File: config.mk
export PLATFORM = sky130hd
export DESIGN_NAME = iqueue
export DESIGN_NICKNAME = d
export VERILOG_FILES = /design/src/rtl/iqueue.sv
export SDC_FILE = /design/constraint.sdc
export NUM_CORES = 1
export LEC_CHECK = 0
export ABC_AREA = 0
export CAP_MARGIN = 0
export CELL_PAD_IN_SITES_DETAIL_PLACEMENT = 0
export CELL_PAD_IN_SITES_GLOBAL_PLACEMENT = 1
export CORE_MARGIN = 1
export CORE_UTILIZATION = 35
export CTS_BUF_LIST = sky130_fd_sc_hd__clkbuf_2
export DETAILED_ROUTE_END_ITERATION = 8
export PLACE_DENSITY_LB_ADDON = 0.1
export REMOVE_ABC_BUFFERS = 1
export SYNTH_ARGS = -nofsm -noshare
export SYNTH_HDL_FRONTEND = slang
export SYNTH_SLANG_ARGS = --single-unit
File: constraint.sdc
create_clock -name clk -period 15.8 [get_ports clk]
set_input_delay 1.58 -clock clk [delete_from_list [all_inputs] [get_ports clk]]
set_output_delay 1.58 -clock clk [all_outputs]
set_load 0.02 [all_outputs]
File: src/rtl/iqueue.sv
// Circular instruction queue between decoder and issue MUX; issues registered one-cycle pulses.
// Optional same-edge issue of an input into an empty queue when IQUEUE_BYPASS_EN is defined.
module iqueue #(
    parameter int         DEPTH_LOG2 = 3,
    parameter logic [2:0] MEM_TYPE   = 3'd1
) (
    input  logic        clk,
    input  logic        rst,
    input  logic        rdy,
    input  logic        clear,
    input  logic        in_valid,
    input  logic [2:0]  in_type,
    input  logic [4:0]  in_rd,
    input  logic [31:0] in_pc,
    input  logic [31:0] in_imm,
    output logic        full,
    input  logic        issue_rdy,
    output logic        ins_rdy,
    output logic [2:0]  ins_type,
    output logic [4:0]  rd,
    output logic [31:0] pc,
    output logic [31:0] imm
);
    localparam int DEPTH = 1 << DEPTH_LOG2;
    localparam logic [DEPTH_LOG2:0] FULL_CNT = {1'b1, {DEPTH_LOG2{1'b0}}};

    typedef struct packed {
        logic [2:0]  typ;
        logic [4:0]  rd;
        logic [31:0] pc;
        logic [31:0] imm;
    } entry_t;

    entry_t                r_mem [DEPTH];
    entry_t                r_out;
    logic [DEPTH_LOG2-1:0] r_head;
    logic [DEPTH_LOG2-1:0] r_tail;
    logic [DEPTH_LOG2:0]   r_count;
    logic                  r_full;
    logic                  r_ins_rdy;

    entry_t                w_in;
    logic                  w_issue_ok;
    logic                  w_issue;
    logic                  w_push;
    logic                  w_bypass;
    logic [DEPTH_LOG2:0]   w_count_next;

    assign full     = r_full;
    assign ins_rdy  = r_ins_rdy;
    assign ins_type = r_out.typ;
    assign rd       = r_out.rd;
    assign pc       = r_out.pc;
    assign imm      = r_out.imm;

    always_comb begin
        w_in       = '{typ: in_type, rd: in_rd, pc: in_pc, imm: in_imm};
        // The MUX drops issue_rdy the cycle after a MEM pulse; never issue into that cycle.
        w_issue_ok = issue_rdy && !(r_ins_rdy && (r_out.typ == MEM_TYPE));
`ifdef IQUEUE_BYPASS_EN
        w_bypass   = (r_count == '0) && in_valid && w_issue_ok;
`else
        w_bypass   = 1'b0;
`endif
        w_issue    = (r_count != '0) && w_issue_ok;
        w_push     = in_valid && !r_full && !w_bypass;

        w_count_next = r_count;
        if (w_push && !w_issue)
            w_count_next = r_count + 1'b1;
        else if (!w_push && w_issue)
            w_count_next = r_count - 1'b1;
        if (clear)
            w_count_next = '0;
    end

    always_ff @(posedge clk or negedge rst) begin
        if (!rst) begin
            r_head    <= '0;
            r_tail    <= '0;
            r_count   <= '0;
            r_full    <= 1'b0;
            r_ins_rdy <= 1'b0;
            r_out     <= '0;
        end else if (rdy) begin
            r_count <= w_count_next;
            r_full  <= (w_count_next == FULL_CNT);
            if (clear) begin
                r_head    <= '0;
                r_tail    <= '0;
                r_ins_rdy <= 1'b0;
            end else begin
                if (w_push)
                    r_tail <= r_tail + 1'b1;
                if (w_issue)
                    r_head <= r_head + 1'b1;
                r_ins_rdy <= w_issue || w_bypass;
                if (w_issue)
                    r_out <= r_mem[r_head];
                else if (w_bypass)
                    r_out <= w_in;
            end
        end
    end

    // Entry storage carries no reset so it can map onto plain RAM.
    always_ff @(posedge clk) begin
        if (rdy && w_push && !clear)
            r_mem[r_tail] <= w_in;
    end
endmodule

==> flow_metrics.tcl, run 1 <==
set metrics [dict create \
    grt_overflow 0 \
    cts_made_buffers 174 \
    drv_cap 0 \
    die_width_um 269 \
    grt_pass1_vias 13010 \
    critical_path_class "in -> reg" \
    power_leakage_nw 9.56 \
    crit_path_end_kind "register" \
    h-tree-depth 4 \
    clockBufferDepth 3 \
    worst_ep_required_time_ns 16.69 \
    powerDensity_nw_per_um2 146 \
    drcViolationCount 0 \
    start_util_pct 35.5 \
    clock_latency_ns 1.30 \
    cts_setup_buffers 0 \
    die_h_um 269 \
    root_buffer "clkbuf_2" \
    ant_nets 0 \
    drv_slew 0 \
    fmax_ghz 0.231 \
    finalHoldViolCount 0 \
    cp_cell_sequence "clkdlybuf4s50_1, inv_1, nor2_1, nand3_1, nor2_4, buf_4" \
    drive_gt1_share_pct 29.4 \
    detail_route.vias_per_cell 4.78 \
    setup_viol_count_final 0 \
    grt_pass1_wl_um 81900 \
    rrSetupSlack_ns 11.94 \
    worst_slack_ns 11.47 \
    finalWeightedCongestion 0.700 \
    reg2reg_to "pc[25]" \
    yosysWarnings 0 \
    syn_area_per_cell_um2 21.4 \
    placementRows 97 \
    core_um2 70300 \
    rsz0062_at_grt "no" \
    numPortBuffers 151 \
    fin_skew_ns 0.0777 \
    ys_seq_elements 660 \
    place_ws_ns 10.07 \
    status "completed" \
    cts_tree "done" \
    io_pins 152 \
    hold_ws_ns 0.236 \
    netlist.area_leader.share_pct 69.4 \
    yosysUniqueCellTypes 44 \
    synth_largest_area_cell "edfxtp_1" \
    netlist_top_cells_count "edfxtp_1, mux4_2, dfrtp_1, nand2_1, mux2i_1" \
    nFillCells 6370 \
    clk_pin_slew_ns 0.10 \
    syn_inst 1165 \
    routed_wl_um 54700 \
    yosysMostFrequentCell "edfxtp_1" \
    dieArea_um2 72300 \
    grt_max_degree 147 \
    hpwl_um 29300 \
    synth_edf_count 576 \
    setup_tns_ns 0 \
    post_cts_resized 0 \
    path_max_fanout 41 \
    cts_hold_buf 0 \
    drt_pass1_iterations 4 \
    grt_use_total_pct 15.8 \
    cpPeakStageDelay_ns 1.08 \
    r2r_cells 5 \
    wl_per_cell_um 21.5 \
    power.total_mw 4.26 \
    ir_worst_vdd_mv 0.0685 \
    seq_area_frac_synth_pct 77.9 \
    reg2reg_from "r_head[0]" \
    syn-cell-area_um2 24900 \
    fin_crit_sh_pct 27.4 \
    nets 1534 \
    critPathLaunchType "primary input" \
    cp_slowest_cell "nor2_4" \
    grt_antenna_before_repair 5 \
    clkSinkCount 660 \
    slew_headroom_pct 15.5 \
    area_delta_synth_final_pct 16.9 \
    hp-class "in -> async" \
    ys_top_cells_by_area "edfxtp_1, mux4_2, dfrtp_1" \
    num_vias 12153 \
    synth_flop_cell "edfxtp_1" \
    worst_pin_slew_ns 1.26 \
    drt_iter0_drc 598 \
    synthArstFlopShare_pct 12.7 \
    arrival_ns 5.22 \
    period_needed_ns 4.33 \
]
-- worst max-delay path: cells and delay by family --
family,cells,cell delay (ns)
buffers and inverters,3,1.68
AND/OR/NAND/NOR,3,1.93
-- worst max-delay path by stage --
stage | start | endpoint | slack, ns | cells after the start
finish | rdy | r_mem[3][7] | 11.47 | 6
floorplan | in_valid | r_mem[0][0] | 8.12 | 3
global route | rdy | r_mem[3][7] | 11.33 | 6
detailed placement | rdy | r_mem[3][12] | 10.07 | 6
CTS | rdy | r_mem[3][7] | 11.57 | 6
global placement | rdy | r_mem[3][37] | 10.13 | 6
-- state kept, by name (all words and copies together), names as in the netlist --
name / cells
full: 1
imm: 32
ins_rdy: 1
ins_type: 3
pc: 32
r_count: 4
r_head: 3
r_mem: 576
r_tail: 3
rd: 5
-- metal layers --
metal / GRT usage [%] / share of wire (%)
met5: 0 / 0.066
met1: 19.9 / 43
met4: 6.68 / 2.1
met3: 4.18 / 4.4
met2: 25.7 / 50
-- report_power, final --
part,internal [mW],switching [mW],total [mW]
clock,0.487,0.694,1.18
combinational,0.474,0.471,0.945
sequential,2.02,0.110,2.13
total,2.98,1.28,4.26
-- layout by cell type, fill, tap and decap left out, types with 2 or more instances in the layout --
cell / count
edfxtp_1: 576
clkbuf_2: 270
clkdlybuf4s50_1: 150
mux4_2: 144
dfrtp_1: 81
nand2_1: 78
mux2i_1: 75
o21ai_0: 68
clkinv_1: 40
buf_4: 20
o21ai_2: 10
nor2_4: 6
diode_2: 5
inv_1: 5
a21oi_1: 5
ha_1: 5
nor2_1: 4
nand3_1: 4
nand2b_1: 4
and3_1: 4
nor3_1: 4
o2bb2ai_1: 4
clkinvlp_4: 4
inv_2: 3
dfrtp_4: 3
nor3_2: 2
nand4_1: 2
xnor2_1: 2
bufinv_16: 2
-- cell type report --
type | count | area, um^2 | area share, %
timing repair buffer | 170 | 1650 | 5.67
clock inverter | 51 | 265 | 0.911
sequential | 660 | 19400 | 66.7
multi-input combinational | 440 | 5230 | 18.0
inverter | 5 | 18.8 | 0.0645
tap | 940 | 1180 | 4.04
clock buffer | 270 | 1350 | 4.64
antenna | 5 | 12.5 | 0.0430
-- per-stage QoR --
step	instances	instance area [um^2]	utilization, %
after global routing	2541	29100	41.4
after global placement	2215	27500	39.1
final	2541	29100	41.4
after CTS	2536	29100	41.4
after floorplan	1105	24600	-
after detailed placement	2215	27500	39.1
-- logic make-up after synthesis --
group | synth area share [%]
buffers and inverters | 1.41
muxes | 16.1
adders and majority gates | 0.251
and+or+nand+nor | 2.03
AOI/OAI and AO/OA | 2.31
DFF | 77.9
xor gates and xnor gates | 0.0703
No activity file was read; power rests on OpenSTA's default activity.
==> run 2: changes to the inputs <==
==> constraint.sdc (replaced) <==
create_clock -name clk -period 3.5 [get_ports clk]
set_input_delay 0.35 -clock clk [delete_from_list [all_inputs] [get_ports clk]]
set_output_delay 0.35 -clock clk [all_outputs]
set_load 0.02 [all_outputs]
==> run 2 against run 1 <==
Sequential share of layout area shrank 2.7 points. Worst setup slack lost 11 ns. Clock skew grew 0.0020 ns. Sequential cell count is the same. Critical path type is now reg -> reg. Largest power group unchanged.
==> flow_metrics.tcl, run 2 (synthesized netlist as in run 1, its figures left out) <==
set metrics [dict create \
    grt_antenna_before_repair 7 \
    grt_max_degree 86 \
    fmax_ghz 0.358 \
    core_um2 70300 \
    swShare_pct 29.1 \
    r2r_cells 8 \
    grt_pass1_vias 13359 \
    p_clk_share_pct 28.4 \
    drt_iter0_drc 517 \
    die_h_um 269 \
    wl_per_cell_um 20.7 \
    period_needed_ns 2.79 \
    design_area_um2 30400 \
    hold_ws_ns 0.244 \
    dpl_cell_area_um2 27800 \
    cp_cell_sequence "inv_1, ha_1, or3b_1, and3_1, xnor2_1, mux2i_1, o22ai_1, dlygate4sd3_1" \
    power.total_mw 19.7 \
    cts_tree "done" \
    start_util_pct 35.5 \
    grt_pass1_wl_um 82000 \
    worst_pin_slew_ns 0.858 \
    h-tree-depth 4 \
    drcViolationCount 0 \
    ir_worst_vdd_mv 0.257 \
    path_max_fanout 8 \
    critical_path_class "reg -> reg" \
    die_width_um 269 \
    fin_skew_ns 0.0797 \
    rrSetupSlack_ns 0.71 \
    rsz0062_at_grt "no" \
    drv_slew 0 \
    reg2reg_from "r_count[0]" \
    clockBufferDepth 3 \
    grt_overflow 0 \
    setup_viol_count_final 0 \
    post_cts_resized 0 \
    crit_path_end_kind "register" \
    drv_cap 0 \
    cpPeakStageDelay_ns 0.57 \
    cts_made_buffers 172 \
    reg2reg_to "r_count[0]" \
    critPathLaunchType "register" \
    hpwl_um 30600 \
    ant_nets 0 \
    nets 1631 \
    detail_route.vias_per_cell 4.75 \
    routed_wl_um 54300 \
    finalWeightedCongestion 0.684 \
    startpoint "r_count[0]" \
    io_pins 152 \
    area_delta_synth_final_pct 21.9 \
    powerDensity_nw_per_um2 649 \
    seq_power_share_pct 48.5 \
    setup_tns_ns 0 \
    grt_use_total_pct 15.7 \
    cts_setup_buffers 0 \
    fin_crit_sh_pct 79.7 \
    final_util_pct 43.2 \
    final_cell_mix "edfxtp_1, clkbuf_2, clkdlybuf4s50_1" \
    hp-class "in -> async" \
    clkSinkCount 660 \
    status "completed" \
    worst_ep_required_time_ns 4.68 \
    drt_pass1_iterations 6 \
    cts_hold_buf 81 \
    cp_slowest_cell "dlygate4sd3_1" \
    clock_latency_ns 1.31 \
    clk_pin_slew_ns 0.10 \
    final_common_cell "edfxtp_1" \
    p_switching_mw 5.74 \
    combPwrFrac_pct 23.1 \
    finalHoldViolCount 0 \
    numPortBuffers 151 \
    arrival_ns 3.97 \
    dieArea_um2 72300 \
    regMostFlops "r_mem" \
    slew_headroom_pct 42.8 \
    placementRows 97 \
    num_vias 12491 \
    drive_gt1_share_pct 29.2 \
    power_leakage_nw 10.1 \
    intPower_mw 14.0 \
    largest_reg_flops 576 \
    root_buffer "clkbuf_2" \
]
## run 2: stage by stage
step / setup slack (ns) / std cells
finish: 0.710 / 2630
detailed placement: 0.489 / 2233
global placement: 0.514 / 2233
floorplan: -3.19 / 1105
global route: 0.535 / 2627
CTS: 0.570 / 2623
## run 2: layer usage
layer  GRT usage (%)  vias to the layer above  part of all wire [%]
met5               0                        -                 0.092
met4            5.47                        8                   1.8
met3            4.62                       91                   3.9
met2            25.5                      249                    50
met1            20.0                     6481                    45
li1                -                     5662                     -
## run 2: layout make-up
cell class,count,area (um^2)
antenna,7,17.5
sequential,660,19400
clock buffer,265,1330
tap,940,1180
clock inverter,44,359
multi-input combinational,440,5230
fill,6228,39900
inverter,5,18.8
timing repair buffer,269,2830
## run 2: worst max-delay path by stage
stage,end,slack (ns)
2_1_floorplan,r_mem[0][0],-3.19
6_report,r_count[0],0.71
3_3_place_gp,r_mem[3][21],0.51
5_1_grt,r_count[0],0.53
4_1_cts,imm[31],0.57
3_5_place_dp,r_mem[3][4],0.49
## run 2: worst max-delay path, delay by kind of cell (launching register included)
| kind | cells | cell delay (ns) |
|---|---|---|
| buf+inv | 2 | 0.73 |
| simple gates | 2 | 0.71 |
| flops | 1 | 0.47 |
| xor+xnor | 1 | 0.29 |
| mux | 1 | 0.21 |
| fa+ha+maj | 1 | 0.17 |
| compound gates | 1 | 0.09 |
## run 2: power groups by stage
stage	Combinational [mW]	Clock (mW)	Sequential, mW
global placement	4.57	0	9.74
floorplan	2.09	0	10.4
CTS	4.69	5.89	9.58
detailed placement	4.58	0	9.75
finish	4.54	5.60	9.56
global route	4.96	6.29	9.65
==> run 3: changes to the inputs <==
==> constraint.sdc (replaced) <==
create_clock -name clk -period 2.8 [get_ports clk]
set_input_delay 0.28 -clock clk [delete_from_list [all_inputs] [get_ports clk]]
set_output_delay 0.28 -clock clk [all_outputs]
set_load 0.02 [all_outputs]
==> run 3 against run 2 <==
Non-clock buffer count is 22 higher. Via count is 0.31% higher. Global-route usage is 0.78 points higher. Critical path type unchanged. Clock power is 20% higher. Final cell count is 0.84% higher. Critical endpoint is now r_count[1]. Sequential power is 26% higher. Count of clock-buffer cells in the layout is 12 higher. Sequential share of layout area is 0.39 points lower. Utilization is 0.27 points higher. Clock skew is 0.0041 ns lower.
==> flow_metrics.tcl, run 3 (synthesized netlist as in run 1, its figures left out) <==
set metrics [dict create \
    met2_length_um 28200 \
    cts_setup_buffers 0 \
    reg2reg_from "r_count[0]" \
    hpwl_um 32000 \
    fin_skew_ns 0.0756 \
    detail_route.vias_per_cell 4.72 \
    nFillCells 6236 \
    num_vias 12530 \
    hold_ws_ns 0.247 \
    largest_reg_flops 576 \
    path_max_fanout 8 \
    cp_cell_sequence "inv_1, ha_1, or3b_1, and3_1, nand3_1, o2111ai_1, dlygate4sd3_1, o221ai_1" \
    dr_wl_met3_um 2550 \
    wl_per_cell_um 21.3 \
    m1WireLength_um 24700 \
    worstHoldStart "in_rd[3]" \
    grt_pass1_wl_um 85400 \
    nets 1655 \
    fin_crit_sh_pct 91.9 \
    cts_made_buffers 174 \
    clkSinkCount 660 \
    slew_headroom_pct 44.2 \
    h-tree-depth 4 \
    grt_pass1_vias 13781 \
    drive_gt1_share_pct 30.3 \
    cp_slowest_cell "dlygate4sd3_1" \
    ff_latch_area_um2 19400 \
    arrival_ns 3.73 \
    regMostFlops "r_mem" \
    crit_path_end_kind "register" \
    critPathLaunchType "register" \
    core_um2 70300 \
    startpoint "r_count[0]" \
    power_leakage_nw 10.3 \
    drt_pass1_iterations 5 \
    top_layer "met5" \
    drcViolationCount 0 \
    clk_pin_slew_ns 0.12 \
    area_delta_synth_final_pct 22.6 \
    fmax_ghz 0.389 \
    final_cell_mix "edfxtp_1, clkbuf_2, mux4_2" \
    crit_family "simple AND/OR/NAND/NOR gates" \
    numPortBuffers 151 \
    powerDensity_nw_per_um2 795 \
    grt_max_degree 49 \
    dieArea_um2 72300 \
    period_needed_ns 2.57 \
    cp.buffers_inverters 2 \
    clockBufferDepth 3 \
    die_h_um 269 \
    status "completed" \
    drv_slew 0 \
    ant_nets 0 \
    root_buffer "clkbuf_2" \
    critical_path_class "reg -> reg" \
    worst_pin_slew_ns 0.836 \
    io_pins 152 \
    placementRows 97 \
    ir_worst_vdd_mv 0.367 \
    cpPeakStageDelay_ns 0.57 \
    cts_tree "done" \
    die_width_um 269 \
    drt_iter0_drc 639 \
    grt_use_total_pct 16.4 \
    grt_antenna_before_repair 4 \
    worst_ep_required_time_ns 3.96 \
    start_util_pct 35.5 \
    setup_viol_count_final 0 \
    hp-class "in -> reg" \
    multiInputGateArea_um2 5230 \
    grt_overflow 0 \
    finalWeightedCongestion 0.722 \
    clock_latency_ns 1.31 \
    routed_wl_um 56400 \
    worst_slack_ns 0.226 \
    place_ws_ns 0.252 \
    final_common_cell "edfxtp_1" \
    finalHoldViolCount 0 \
    rrSetupSlack_ns 0.23 \
    drv_cap 0 \
]
run 3: changes by cell type in the layout (fill, tap and decap cells not counted), moves of 2 or more:
cell / delta
bufinv_16: -4
buf_4: +10
clkinvlp_4: +3
inv_2: -4
clkbuf_2: +12
buf_12: +10
dlygate4sd3_1: +2
dlygate4sd2_1: +31
diode_2: -6
clkdlybuf4s50_1: -32
run 3: power breakdown:
| part | total [mW] | switching [mW] | internal [mW] |
|---|---|---|---|
| clock network | 6.73 | 3.85 | 2.87 |
| logic | 5.62 | 2.82 | 2.80 |
| registers | 12.0 | 0.532 | 11.4 |
| total | 24.3 | 7.21 | 17.1 |
run 3: layout make-up:
| class | count | share of cell area, % |
|---|---|---|
| Antenna cell | 1 | 0.00819 |
| Clock buffer | 277 | 4.54 |
| Clock inverter | 38 | 0.794 |
| Inverter | 5 | 0.0614 |
| Multi-Input combinational cell | 440 | 17.1 |
| Sequential cell | 660 | 63.5 |
| Tap cell | 940 | 3.85 |
| Timing Repair Buffer | 291 | 10.1 |
run 3: path summary, 6_finish.rpt:
check	to	cells after the start
min in group asynchronous	imm[4]	5
hold reg to reg	imm[9]	2
hold / removal	r_mem[6][67]	2
setup / recovery	r_count[1]	8
max in group asynchronous	pc[30]	6
setup reg to reg	r_count[1]	8
run 3: repair_timing:
action,in CTS,in global routing
pin swaps,0,0
hold buffers,83,0
cloned,0,0
endpoints found under the hold margin,681,0
setup endpoints to repair,31,1
gates resized for setup,31,1
run 3: through the flow:
stage               total power [mW]  utilization, %  std cells  setup TNS (ns)  instance area (um^2)
CTS                             24.9            43.5       2651               0                 30600
detailed placement              18.0            40.0       2253               0                 28100
global placement                18.0            40.0       2253               0                 28100
global route                    25.8            43.5       2652       -0.000197                 30600
floorplan                       15.3               -       1105        -1617.44                 24600
finish                          24.3            43.5       2652               0                 30600
run 3: layer usage:
metal  GRT usage [%]  vias to the layer above
li1                -                     5709
met1            21.1                     6455
met2            26.9                      279
met3            4.42                       81
met4            5.79                        6
met5               0                        -
